## config.mk

```make
export PLATFORM = sky130hd
export DESIGN_NAME = quad_decoder_flat
export DESIGN_NICKNAME = d
export VERILOG_FILES = /design/src/rtl/quad_decoder_if.sv /design/src/rtl/quad_decoder.sv /design/src/flat_wrapper.sv
export SDC_FILE = /design/constraint.sdc
export NUM_CORES = 1
export LEC_CHECK = 0
export CAP_MARGIN = 20
export CORE_MARGIN = 4
export CORE_UTILIZATION = 40
export CTS_CLUSTER_DIAMETER = 120
export DETAILED_ROUTE_END_ITERATION = 7
export GPL_TIMING_DRIVEN = 0
export SLEW_MARGIN = 20
export SYNTH_ARGS = -nofsm -noshare
export SYNTH_HDL_FRONTEND = slang
export SYNTH_SLANG_ARGS = --single-unit
```

## constraint.sdc

```tcl
create_clock -name clk -period 2.95 [get_ports clk]
set_input_delay 0.59 -clock clk [delete_from_list [all_inputs] [get_ports clk]]
set_output_delay 0.59 -clock clk [all_outputs]
set_load 0.02 [all_outputs]
```

## src/rtl/quad_decoder_if.sv

```systemverilog
// Quadrature decoder bundle: encoder inputs and controls in, step/dir/err/state out.
// master drives a_in, b_in, en, clr_err; slave (the decoder) drives the results.
interface quad_decoder_if;
  logic       a_in;
  logic       b_in;
  logic       en;
  logic       clr_err;
  logic       step;
  logic       dir;
  logic       err;
  logic [3:0] err_cnt;
  logic [1:0] state;

  modport master (
    output a_in, b_in, en, clr_err,
    input  step, dir, err, err_cnt, state
  );

  modport slave (
    input  a_in, b_in, en, clr_err,
    output step, dir, err, err_cnt, state
  );
endinterface

```

## src/rtl/quad_decoder.sv

```systemverilog
// Quadrature decoder: 2-flop sync, per-channel glitch filter, step/dir/err gen.
// Ports: clk, rst_n (async, active-low), bus (slave modport of quad_decoder_if).
module quad_decoder #(
  parameter int FILT_LEN = 3
) (
  input logic       clk,
  input logic       rst_n,
  quad_decoder_if.slave bus
);

  localparam int        PRIME_LEN = FILT_LEN + 2;
  localparam logic [3:0] FMAX = 4'(FILT_LEN - 1);
  localparam logic [4:0] PMAX = 5'(PRIME_LEN - 1);

  typedef enum logic {
    PRIME,
    RUN
  } phase_t;

  phase_t     phase;
  phase_t     phase_nxt;
  logic [4:0] pcnt;
  logic       priming;

  logic [1:0] raw;
  logic [1:0] sync1;
  logic [1:0] sync2;
  logic [1:0] filt;
  logic [3:0] fcnt [2];

  logic [1:0] cur;
  logic       step_q;
  logic       dir_q;
  logic       err_q;
  logic [3:0] cnt_q;

  logic [1:0] dp;
  logic       mv_up;
  logic       mv_dn;
  logic       mv_bad;

  // Position along the up sequence 00->10->11->01
  function automatic logic [1:0] pos(input logic [1:0] ab);
    case (ab)
      2'b00:   pos = 2'd0;
      2'b10:   pos = 2'd1;
      2'b11:   pos = 2'd2;
      default: pos = 2'd3;
    endcase
  endfunction

  assign raw = {bus.a_in, bus.b_in};

  always_ff @(posedge clk or negedge rst_n) begin
    if (!rst_n) begin
      sync1 <= 2'b00;
      sync2 <= 2'b00;
    end else begin
      sync1 <= raw;
      sync2 <= sync1;
    end
  end

  always_ff @(posedge clk or negedge rst_n) begin
    if (!rst_n) begin
      phase <= PRIME;
      pcnt  <= 5'd0;
    end else begin
      phase <= phase_nxt;
      if (priming) pcnt <= pcnt + 5'd1;
    end
  end

  always_comb begin
    phase_nxt = phase;
    priming   = (phase == PRIME);
    if (priming && pcnt == PMAX) phase_nxt = RUN;
  end

  // While priming, filt and state follow the synchronizer directly
  always_ff @(posedge clk or negedge rst_n) begin
    if (!rst_n) begin
      filt    <= 2'b00;
      fcnt[0] <= 4'd0;
      fcnt[1] <= 4'd0;
    end else if (priming) begin
      filt    <= sync2;
      fcnt[0] <= 4'd0;
      fcnt[1] <= 4'd0;
    end else begin
      for (int i = 0; i < 2; i++) begin
        if (sync2[i] == filt[i]) begin
          fcnt[i] <= 4'd0;
        end else if (fcnt[i] == FMAX) begin
          filt[i] <= sync2[i];
          fcnt[i] <= 4'd0;
        end else begin
          fcnt[i] <= fcnt[i] + 4'd1;
        end
      end
    end
  end

  always_comb begin
    dp     = pos(filt) - pos(cur);
    mv_up  = 1'b0;
    mv_dn  = 1'b0;
    mv_bad = 1'b0;
    unique case (1'b1)
      (dp == 2'd1): mv_up  = 1'b1;
      (dp == 2'd3): mv_dn  = 1'b1;
      (dp == 2'd2): mv_bad = 1'b1;
      default: ;
    endcase
  end

  always_ff @(posedge clk or negedge rst_n) begin
    if (!rst_n) begin
      cur    <= 2'b00;
      step_q <= 1'b0;
      err_q  <= 1'b0;
      dir_q  <= 1'b0;
    end else if (priming) begin
      cur    <= sync2;
      step_q <= 1'b0;
      err_q  <= 1'b0;
    end else begin
      cur    <= filt;
      step_q <= bus.en & (mv_up | mv_dn);
      err_q  <= bus.en & mv_bad;
      if (bus.en && (mv_up || mv_dn)) dir_q <= mv_up;
    end
  end

  always_ff @(posedge clk or negedge rst_n) begin
    if (!rst_n) begin
      cnt_q <= 4'd0;
    end else if (bus.clr_err) begin
      cnt_q <= 4'd0;
    end else if (!priming && bus.en && mv_bad && cnt_q != 4'hF) begin
      cnt_q <= cnt_q + 4'd1;
    end
  end

  assign bus.step    = step_q;
  assign bus.dir     = dir_q;
  assign bus.err     = err_q;
  assign bus.err_cnt = cnt_q;
  assign bus.state   = cur;

endmodule

```

## src/flat_wrapper.sv

```systemverilog
// flat-port wrapper written by rule: the top's interface ports become plain ports
module quad_decoder_flat 
#(
  parameter int FILT_LEN = 3
)
  (clk, rst_n, bus_a_in, bus_b_in, bus_en, bus_clr_err, bus_step, bus_dir, bus_err, bus_err_cnt, bus_state);
  quad_decoder_if bus_i ();
  input logic clk;
  input logic rst_n;
  input wire logic [$bits(bus_i.a_in)-1:0] bus_a_in;
  input wire logic [$bits(bus_i.b_in)-1:0] bus_b_in;
  input wire logic [$bits(bus_i.en)-1:0] bus_en;
  input wire logic [$bits(bus_i.clr_err)-1:0] bus_clr_err;
  output wire logic [$bits(bus_i.step)-1:0] bus_step;
  output wire logic [$bits(bus_i.dir)-1:0] bus_dir;
  output wire logic [$bits(bus_i.err)-1:0] bus_err;
  output wire logic [$bits(bus_i.err_cnt)-1:0] bus_err_cnt;
  output wire logic [$bits(bus_i.state)-1:0] bus_state;
  assign bus_i.a_in = bus_a_in;
  assign bus_i.b_in = bus_b_in;
  assign bus_i.en = bus_en;
  assign bus_i.clr_err = bus_clr_err;
  assign bus_step = bus_i.step;
  assign bus_dir = bus_i.dir;
  assign bus_err = bus_i.err;
  assign bus_err_cnt = bus_i.err_cnt;
  assign bus_state = bus_i.state;
  quad_decoder #(.FILT_LEN(FILT_LEN)) u_core (.clk(clk), .rst_n(rst_n), .bus(bus_i));
endmodule
```

-- After elaboration in Yosys (flattened, before gate mapping)
Index checks and enable logic that the tools add are counted.
- logic and storage cells: 71
- bits in registers: 29
- input bits: 6
- output and inout port bits: 9
- bitwise logic cells: 4
- reductions and logical operators: 12
- add/sub/neg operators: 5
- equal/unequal tests: 17
- mux-type cells: 20
- operators with widths (cell ; count):
    2-to-1 mux 4 bit ; 6
    adder 4 x 1 -> 4 bit, second input constant ; 3
    equality test 2 bit, second input constant ; 6
    case mux 2 bit (3 select lines) ; 2
    2-to-1 mux 1 bit ; 9
    equality test 4 x 2 -> 1 bit, second input constant ; 2
    2-to-1 mux 8 bit ; 1
    inequality test 2 bit, second input constant ; 4
    AND reduction 2 bit ; 3
    adder 5 x 1 -> 5 bit, second input constant ; 1
    equality test 5 x 3 -> 1 bit, second input constant ; 1
    logical AND 1 bit ; 5
    logical NOT 2 bit ; 2
    2-to-1 mux 2 bit ; 2
    inequality test 4 bit, second input constant ; 1
    AND 1 bit ; 2
    equality test 1 bit ; 2
    equality test 2 x 1 -> 1 bit, second input constant ; 1
    nonzero test 2 bit ; 1
    subtractor 2 bit ; 1
    logical OR 1 bit ; 1
    NOT 1 bit ; 1
    bitwise OR 1 bit ; 1

-- Depth between registers and ports, before layout
Gate-level depths: netlist (run 1).
- word-level depth: 9
- mapped depth: 7
- mapped depth without buffers: 7

-- Least setup slack after synthesis (run 1)
Ideal clock, no wire load.
- path type: flip-flop to flip-flop
- start: register u_core.cur[1] (netlist: u_core.bus.state[1])
- end: register u_core.cnt_q[0] (netlist: u_core.bus.err_cnt[0])
- path slack: 0.965 ns
- buffers on the path: 0
- setup time: 0.125 ns
- cell stages (with the launch flop): 8
- arrival time: 1.861 ns
- cell sequence: dfrtp_1 inv_1 ha_1 inv_1 ha_1 nand3_1 a311oi_2 mux2_2
- longest elaborated chain between the ends: 8
- ends and longest elaborated chain (element ; line ; source):
    from (decl) ; quad_decoder.sv:31 ; logic [1:0] cur;
    from (signal assigned) ; quad_decoder.sv:124 ; cur <= sync2;
    from (signal assigned) ; quad_decoder.sv:128 ; cur <= filt;
    equality test 2 bit or logical NOT 2 bit (tied branches) ; quad_decoder.sv:44 ; case (ab)
    case mux 2 bit (3 select lines) (*) ; quad_decoder.sv:44 ;
    subtractor 2 bit (*) ; quad_decoder.sv:105 ; dp = pos(filt) - pos(cur);
    equality test 2 bit (*) ; quad_decoder.sv:112 ; (dp == 2'd2): mv_bad = 1'b1;
    2-to-1 mux 1 bit (*) ; quad_decoder.sv:109 ; unique case (1'b1)
    logical AND 1 bit (*) (2 in a row) ; quad_decoder.sv:140 ; end else if (!priming && bus.en && mv_bad && cnt_q != 4'hF) begin
    nonzero test 2 bit (no source line) (*) ; -- ;
    to (signal assigned) ; quad_decoder.sv:141 ; cnt_q <= cnt_q + 4'd1;
    to (decl) ; quad_decoder.sv:35 ; logic [3:0] cnt_q;
Mark *: on every way between the ends. The rest lies on a longest branch, timed or not.
A chain may end at the register's enable or synchronous reset.

-- Worst setup path in the final report (run 1)
- start: register u_core.filt[0]
- end: register u_core.cnt_q[0] (netlist: u_core.bus.err_cnt[0])
- longest elaborated chain between the ends: 8
- ends and longest elaborated chain (element ; line ; source):
    from (decl) ; quad_decoder.sv:28 ; logic [1:0] filt;
    from (signal assigned) ; quad_decoder.sv:87 ; filt <= sync2;
    from (signal, indexed assignment) ; quad_decoder.sv:95 ; filt[i] <= sync2[i];
    equality test 2 bit or logical NOT 2 bit (tied branches) ; quad_decoder.sv:44 ;
    case mux 2 bit (3 select lines) (*) ; quad_decoder.sv:44 ;
    subtractor 2 bit (*) ; quad_decoder.sv:105 ;
    equality test 2 bit (*) ; quad_decoder.sv:112 ;
    2-to-1 mux 1 bit (*) ; quad_decoder.sv:109 ;
    logical AND 1 bit (*) (2 in a row) ; quad_decoder.sv:140 ;
    nonzero test 2 bit (no source line) (*) ; -- ;
Marks and branches as above.

==> flow_metrics.tcl, run 1 <==
set metrics [dict create \
    worstPathRequired_ns 3.17 \
    total_power_uw 1420 \
    cpPeakStageDelay_ns 0.45 \
    hold_class "primary input to asynchronous set/reset pin" \
    nNetsFinal 154 \
    fill_cells 290 \
    min_period_over_period 0.691 \
    num_vias 857 \
    post_cts_buffers 0 \
    grt_pass1_vias 930 \
    p_per_area_nw_per_um2 886 \
    drtPass1Iterations 4 \
    h-tree-depth 2 \
    cts_tree "yes" \
    synth_area_sq_um 1340 \
    start_util 0.429 \
    cap_violations 0 \
    fp.dieH_microns 65.9 \
    clock_skew_ns 0.0104 \
    setup_violations 0 \
    drt_wl_total_mm 2.04 \
    ir_drop_v 0.000368 \
    grtUsageMet3 0.0374 \
    antenna_found_initial 0 \
    slew_headroom 0.584 \
    syn_inst 115 \
    synth_area_per_cell_sq_um 11.7 \
    hpwl_mm 1.49 \
    die-area_sq_um 4350 \
    min_period_ns 2.04 \
    synth_cell_types 24 \
    synthTopCellsByArea "dfrtp_1 54%, ha_1 11%, mux2_2 5.0%, xnor2_1 4.6%, nor2_1 3.9%" \
    portBuffers 14 \
    syn_nets 133 \
    cp_max_fo 6 \
    place_congestion 0.699 \
    die_x_microns 65.9 \
    max_freq_mhz 491 \
    status "complete, no violations" \
    rsz0062_at_grt "no" \
    drive_above_1_share 0.146 \
    crit_arrival_ns 2.25 \
    path_class "register to register" \
    start_kind "register" \
    vias_per_cell 4.73 \
    crit_path_top_delay_cell "dfrtp_1" \
    yosysWarningCount 0 \
    worst_slack_ns 0.913 \
    coreArea_sq_um 3130 \
    grt_start_max_net_pins 30 \
    met2_usage 0.189 \
    cts_sinks 29 \
    end_kind "register" \
    io_pins 15 \
    multi_input_area_sq_um 583 \
    area_growth_pct 19.4 \
    top_usage_layer "met2" \
    slew_viol_final 0 \
    tightest_slew_ns 0.624 \
    p_leak_uw 0.000762 \
    hold_viol 0 \
    regArea_sq_um 726 \
    drtAntennaViolNets 0 \
    critPathMostFrequentCell "ha_1" \
    antenna_cells 0 \
    yosysSeqAreaShare 0.541 \
    grt_usage 0.125 \
    yosys.area.top_type "dfrtp_1" \
    cts-resized-gates 0 \
    cts_root_buf "clkbuf_4" \
    synth.top_cell.area_share 0.541 \
    clock_path_buffers 2 \
    grt_pass1_wl_mm 4.04 \
    drc_errors 0 \
    wl_per_cell_microns 11.3 \
    setup-tns-final_ns 0 \
    synth_seq_cells 29 \
    holdBufCountCts 0 \
    gr-total-overflow 0 \
    drt_iter0_drc 66 \
    num_rows 20 \
    crit_chain "ha_1 > ha_1 > nand3_1 > a311oi_2 > mux2_2" \
    grt_use_met1 0.151 \
    path_clk_slew_ns 0.10 \
    clk_latency_ns 0.32 \
    preCtsSetupSlack_ns 0.852 \
    cts_buffers 5 \
]
[area by class of cell]
type,instances,share of cell area
sequential,29,0.453
multi-input combinational,77,0.364
timing repair buffer,14,0.0843
clock buffer,7,0.0406
tap,44,0.0343
inverter,8,0.0187
clock inverter,1,0.00312
buffer,1,0.00234
[worst paths after layout]
check | cells past startpoint | slack, ns | end | start
worst max register to register | 5 | 0.91 | u_core.bus.err_cnt[0]$_DFFE_PN0P_ | u_core.filt[0]$_DFFE_PN0P_
worst min register to register | 0 | 0.36 | u_core.sync2[0]$_DFF_PN0_ | u_core.sync1[0]$_DFF_PN0_
worst min-delay path | 1 | 0.27 | u_core.bus.err$_DFF_PN0_ | rst_n
min in group clk | 0 | 0.36 | u_core.sync2[0]$_DFF_PN0_ | u_core.sync1[0]$_DFF_PN0_
worst max-delay path | 5 | 0.91 | u_core.bus.err_cnt[0]$_DFFE_PN0P_ | u_core.filt[0]$_DFFE_PN0P_
max in group asynchronous | 1 | 2.26 | u_core.sync1[1]$_DFF_PN0_ | rst_n
[synthesized netlist by cell type, drive strengths merged]
cell type,count
a21oi,2
a311oi,1
buf,1
dfrtp,29
ha,12
inv,8
mux2,6
mux2i,1
nand2,9
nand2b,1
nand3,8
nor2,16
nor2b,2
nor3b,1
nor4bb,1
o211a,1
o311ai,1
or2,1
or4,1
or4b,1
xnor2,8
xor2,4
[state kept, by name, summed over array words and instances, names as in the netlist]
name and count:
u_core.filt 2, u_core.bus.err_cnt 4, u_core.sync1 2, u_core.fcnt 8, u_core.phase 1, u_core.bus.state 2, u_core.sync2 2, u_core.bus.step 1
u_core.pcnt 5, u_core.bus.dir 1, u_core.bus.err 1
[metrics by stage]
step	hold slack, ns	utilization	std cells	instance area, sq um
final	0.274	0.512	181	1600
after global routing	0.312	0.512	181	1600
after CTS	0.290	0.512	181	1600
after detailed placement	0.341	0.490	173	1530
after global placement	0.334	0.492	173	1540
after floorplan	0.294	-	115	1340
[layer usage]
metal | wire length (microns) | share of wire
met2 | 966 | 0.47
met5 | 0 | 0
met4 | 63 | 0.031
met1 | 905 | 0.44
met3 | 106 | 0.052
[kinds of logic after synthesis]
| group | share of synthesized area |
|---|---|
| flip-flops | 0.541 |
| XOR/XNOR | 0.0839 |
| buffers and inverters | 0.0252 |
| AND/OR/NAND/NOR | 0.148 |
| multiplexers | 0.0578 |
| AO/OA/AOI/OAI | 0.0326 |
| adder cells (fa/ha/maj) | 0.112 |
[critical path, delay by kind of cell (launching register included)]
kind,cells,cell delay (ns)
AOI/OAI and AO/OA,1,0.32
adders and majority gates,2,0.62
DFF,1,0.45
muxes,1,0.37
and+or+nand+nor,1,0.19
[power by group]
| group | total [uW] | switching, uW | internal [uW] |
|---|---|---|---|
| logic | 587 | 307 | 280 |
| registers | 561 | 77.2 | 484 |
| clock network | 272 | 134 | 138 |
| total | 1420 | 518 | 902 |
[placed cells by master (no fill, tap or decap), drive strengths merged, types with 4 or more instances in the layout]
master          n
dfrtp          29
xnor2           8
clkdlybuf4s50  13
nand3           8
xor2            4
nand2           9
inv             8
ha             12
clkbuf          7
nor2           16
mux2            6
Power figures use the tool's default switching activity.
==> run 2, diff against run 1 <==
==> constraint.sdc (replaced) <==
create_clock -name clk -period 1.95 [get_ports clk]
set_input_delay 0.39 -clock clk [delete_from_list [all_inputs] [get_ports clk]]
set_output_delay 0.39 -clock clk [all_outputs]
set_load 0.02 [all_outputs]
==> flow_metrics.tcl, run 2 (same netlist as run 1, synthesis figures left out) <==
set metrics [dict create \
    drc_errors 0 \
    clk_latency_ns 0.33 \
    hpwl_mm 1.60 \
    die-area_sq_um 4350 \
    vias_per_cell 4.77 \
    final_common_cell "dfrtp_1" \
    start_kind "register" \
    io_pins 15 \
    slew_headroom 0.576 \
    cts_sinks 29 \
    die_x_microns 65.9 \
    path_clk_slew_ns 0.09 \
    largest-register "u_core.fcnt" \
    path_class "register to register" \
    p_comb_frac 0.520 \
    grt_usage 0.127 \
    tightest_slew_ns 0.636 \
    fp.dieH_microns 65.9 \
    gr-total-overflow 0 \
    hold_class "primary input to asynchronous set/reset pin" \
    switching_share 0.373 \
    cap_violations 0 \
    min_period_ns 1.89 \
    preCtsSetupSlack_ns -0.150 \
    worst_slack_ns 0.0590 \
    worstPathRequired_ns 2.17 \
    hold_viol 0 \
    mostFrequentLayoutCells "27 x dfrtp_1, 14 x nor2_1, 13 x clkdlybuf4s50_1" \
    grt_pass1_vias 881 \
    reg2reg_to "u_core.bus.err_cnt[0]$_DFFE_PN0P_" \
    cp_max_fo 6 \
    max_freq_mhz 529 \
    p_seq_frac 0.334 \
    crit_path_top_delay_cell "dfrtp_2" \
    antenna_cells 0 \
    place_congestion 0.758 \
    reg2reg_depth 6 \
    largest_reg_flops 8 \
    r2r-start "u_core.bus.state[0]$_DFF_PN0_" \
    drive_above_1_share 0.213 \
    cts_tree "yes" \
    critPathMostFrequentCell "ha_4" \
    cts_root_buf "clkbuf_4" \
    slew_viol_final 0 \
    end_kind "register" \
    grt_pass1_wl_mm 4.00 \
    num_rows 20 \
    num_vias 883 \
    status "complete, no violations" \
    area_growth_pct 27.3 \
    coreArea_sq_um 3130 \
    start_util 0.429 \
    portBuffers 14 \
    h-tree-depth 2 \
    setup_violations 0 \
    antenna_found_initial 0 \
    fin_util 0.546 \
    fill_cells 280 \
    rrSetupSlack_ns 0.06 \
    netSwitchingPower_uw 945 \
    crit_arrival_ns 2.11 \
    crit_chain "ha_4 > inv_2 > ha_4 > nand3_4 > a311oi_4 > mux2_4" \
    grt_start_max_net_pins 30 \
    clock_skew_ns 0.0158 \
    nNetsFinal 159 \
    cts_buffers 5 \
    pwr-share-clk 0.146 \
    drtAntennaViolNets 0 \
    power.internal_uw 1590 \
    drtPass1Iterations 4 \
    ir_drop_v 0.000506 \
    drt_wl_total_mm 2.30 \
    cpPeakStageDelay_ns 0.45 \
    p_leak_uw 0.000783 \
    wl_per_cell_microns 12.4 \
    drt_iter0_drc 42 \
    clock_path_buffers 2 \
    p_per_area_nw_per_um2 1480 \
    min_period_over_period 0.970 \
]
-- run 2: critical path: cells and delay by family, from the launching register on --
family                   cells  cell delay, ns
adder cells (fa/ha/maj)      2            0.54
buffers and inverters        1            0.04
AND/OR/NAND/NOR              1            0.11
multiplexers                 1            0.33
AO/OA/AOI/OAI                1            0.33
flip-flops                   1            0.45
-- run 2: what timing repair did --
item,CTS,global route
pin swaps,1,2
setup endpoints to repair,2,3
buffers inserted,3,2
resized for setup,2,7
hold buffers,0,0
-- run 2: final cells by class --
| class | count | area [sq um] | area share |
|---|---|---|---|
| plain buffers | 1 | 3.75 | 0.00220 |
| clock buffers | 7 | 55.1 | 0.0322 |
| inverters | 8 | 30.0 | 0.0176 |
| multi-input cells | 77 | 664 | 0.389 |
| flip-flops and latches | 29 | 728 | 0.426 |
| well taps | 44 | 55.1 | 0.0322 |
| repair buffers | 19 | 173 | 0.101 |
-- run 2: how the worst max path moves through the flow --
stage	start	endpoint	slack [ns]	cells past startpoint
2_1_floorplan	u_core.bus.state[0]$_DFF_PN0_	u_core.bus.err_cnt[0]$_DFFE_PN0P_	0.0005	6
3_3_place_gp	rst_n	u_core.bus.state[1]$_DFF_PN0_	-0.09	1
3_5_place_dp	u_core.filt[1]$_DFFE_PN0P_	u_core.bus.err_cnt[0]$_DFFE_PN0P_	-0.15	6
4_1_cts	u_core.bus.state[0]$_DFF_PN0_	u_core.bus.err_cnt[0]$_DFFE_PN0P_	0.0003	6
5_1_grt	u_core.bus.state[1]$_DFF_PN0_	u_core.bus.err_cnt[0]$_DFFE_PN0P_	-0.003	7
6_report	u_core.bus.state[0]$_DFF_PN0_	u_core.bus.err_cnt[0]$_DFFE_PN0P_	0.06	6
-- run 2: routing by layer --
metal | routed length (microns) | part of all wire | GRT usage
met3 | 149 | 0.065 | 0.0612
met5 | 0 | 0 | 0
met1 | 1040 | 0.45 | 0.143
met4 | 54 | 0.023 | 0.0685
met2 | 1050 | 0.46 | 0.198
-- run 2: power by group through the flow --
| stage | clock, uW | combinational (uW) | sequential (uW) |
|---|---|---|---|
| detailed placement | 0 | 941 | 869 |
| finish | 370 | 1320 | 847 |
| floorplan | 0 | 606 | 915 |
| global route | 417 | 1460 | 865 |
| CTS | 388 | 1090 | 841 |
| global placement | 0 | 892 | 860 |
-- run 2: metrics by stage --
| step | cell area (sq um) | setup TNS, ns | total power [uW] | hold slack, ns | cells |
|---|---|---|---|---|---|
| final | 1710 | 0 | 2530 | 0.0708 | 185 |
| after global routing | 1710 | -0.00331 | 2740 | 0.0960 | 185 |
| after CTS | 1640 | 0 | 2310 | 0.0839 | 183 |
| after detailed placement | 1540 | -0.169 | 1810 | 0.336 | 173 |
| after global placement | 1550 | -0.245 | 1750 | 0.333 | 173 |
| after floorplan | 1350 | 0 | 1520 | 0.0944 | 115 |
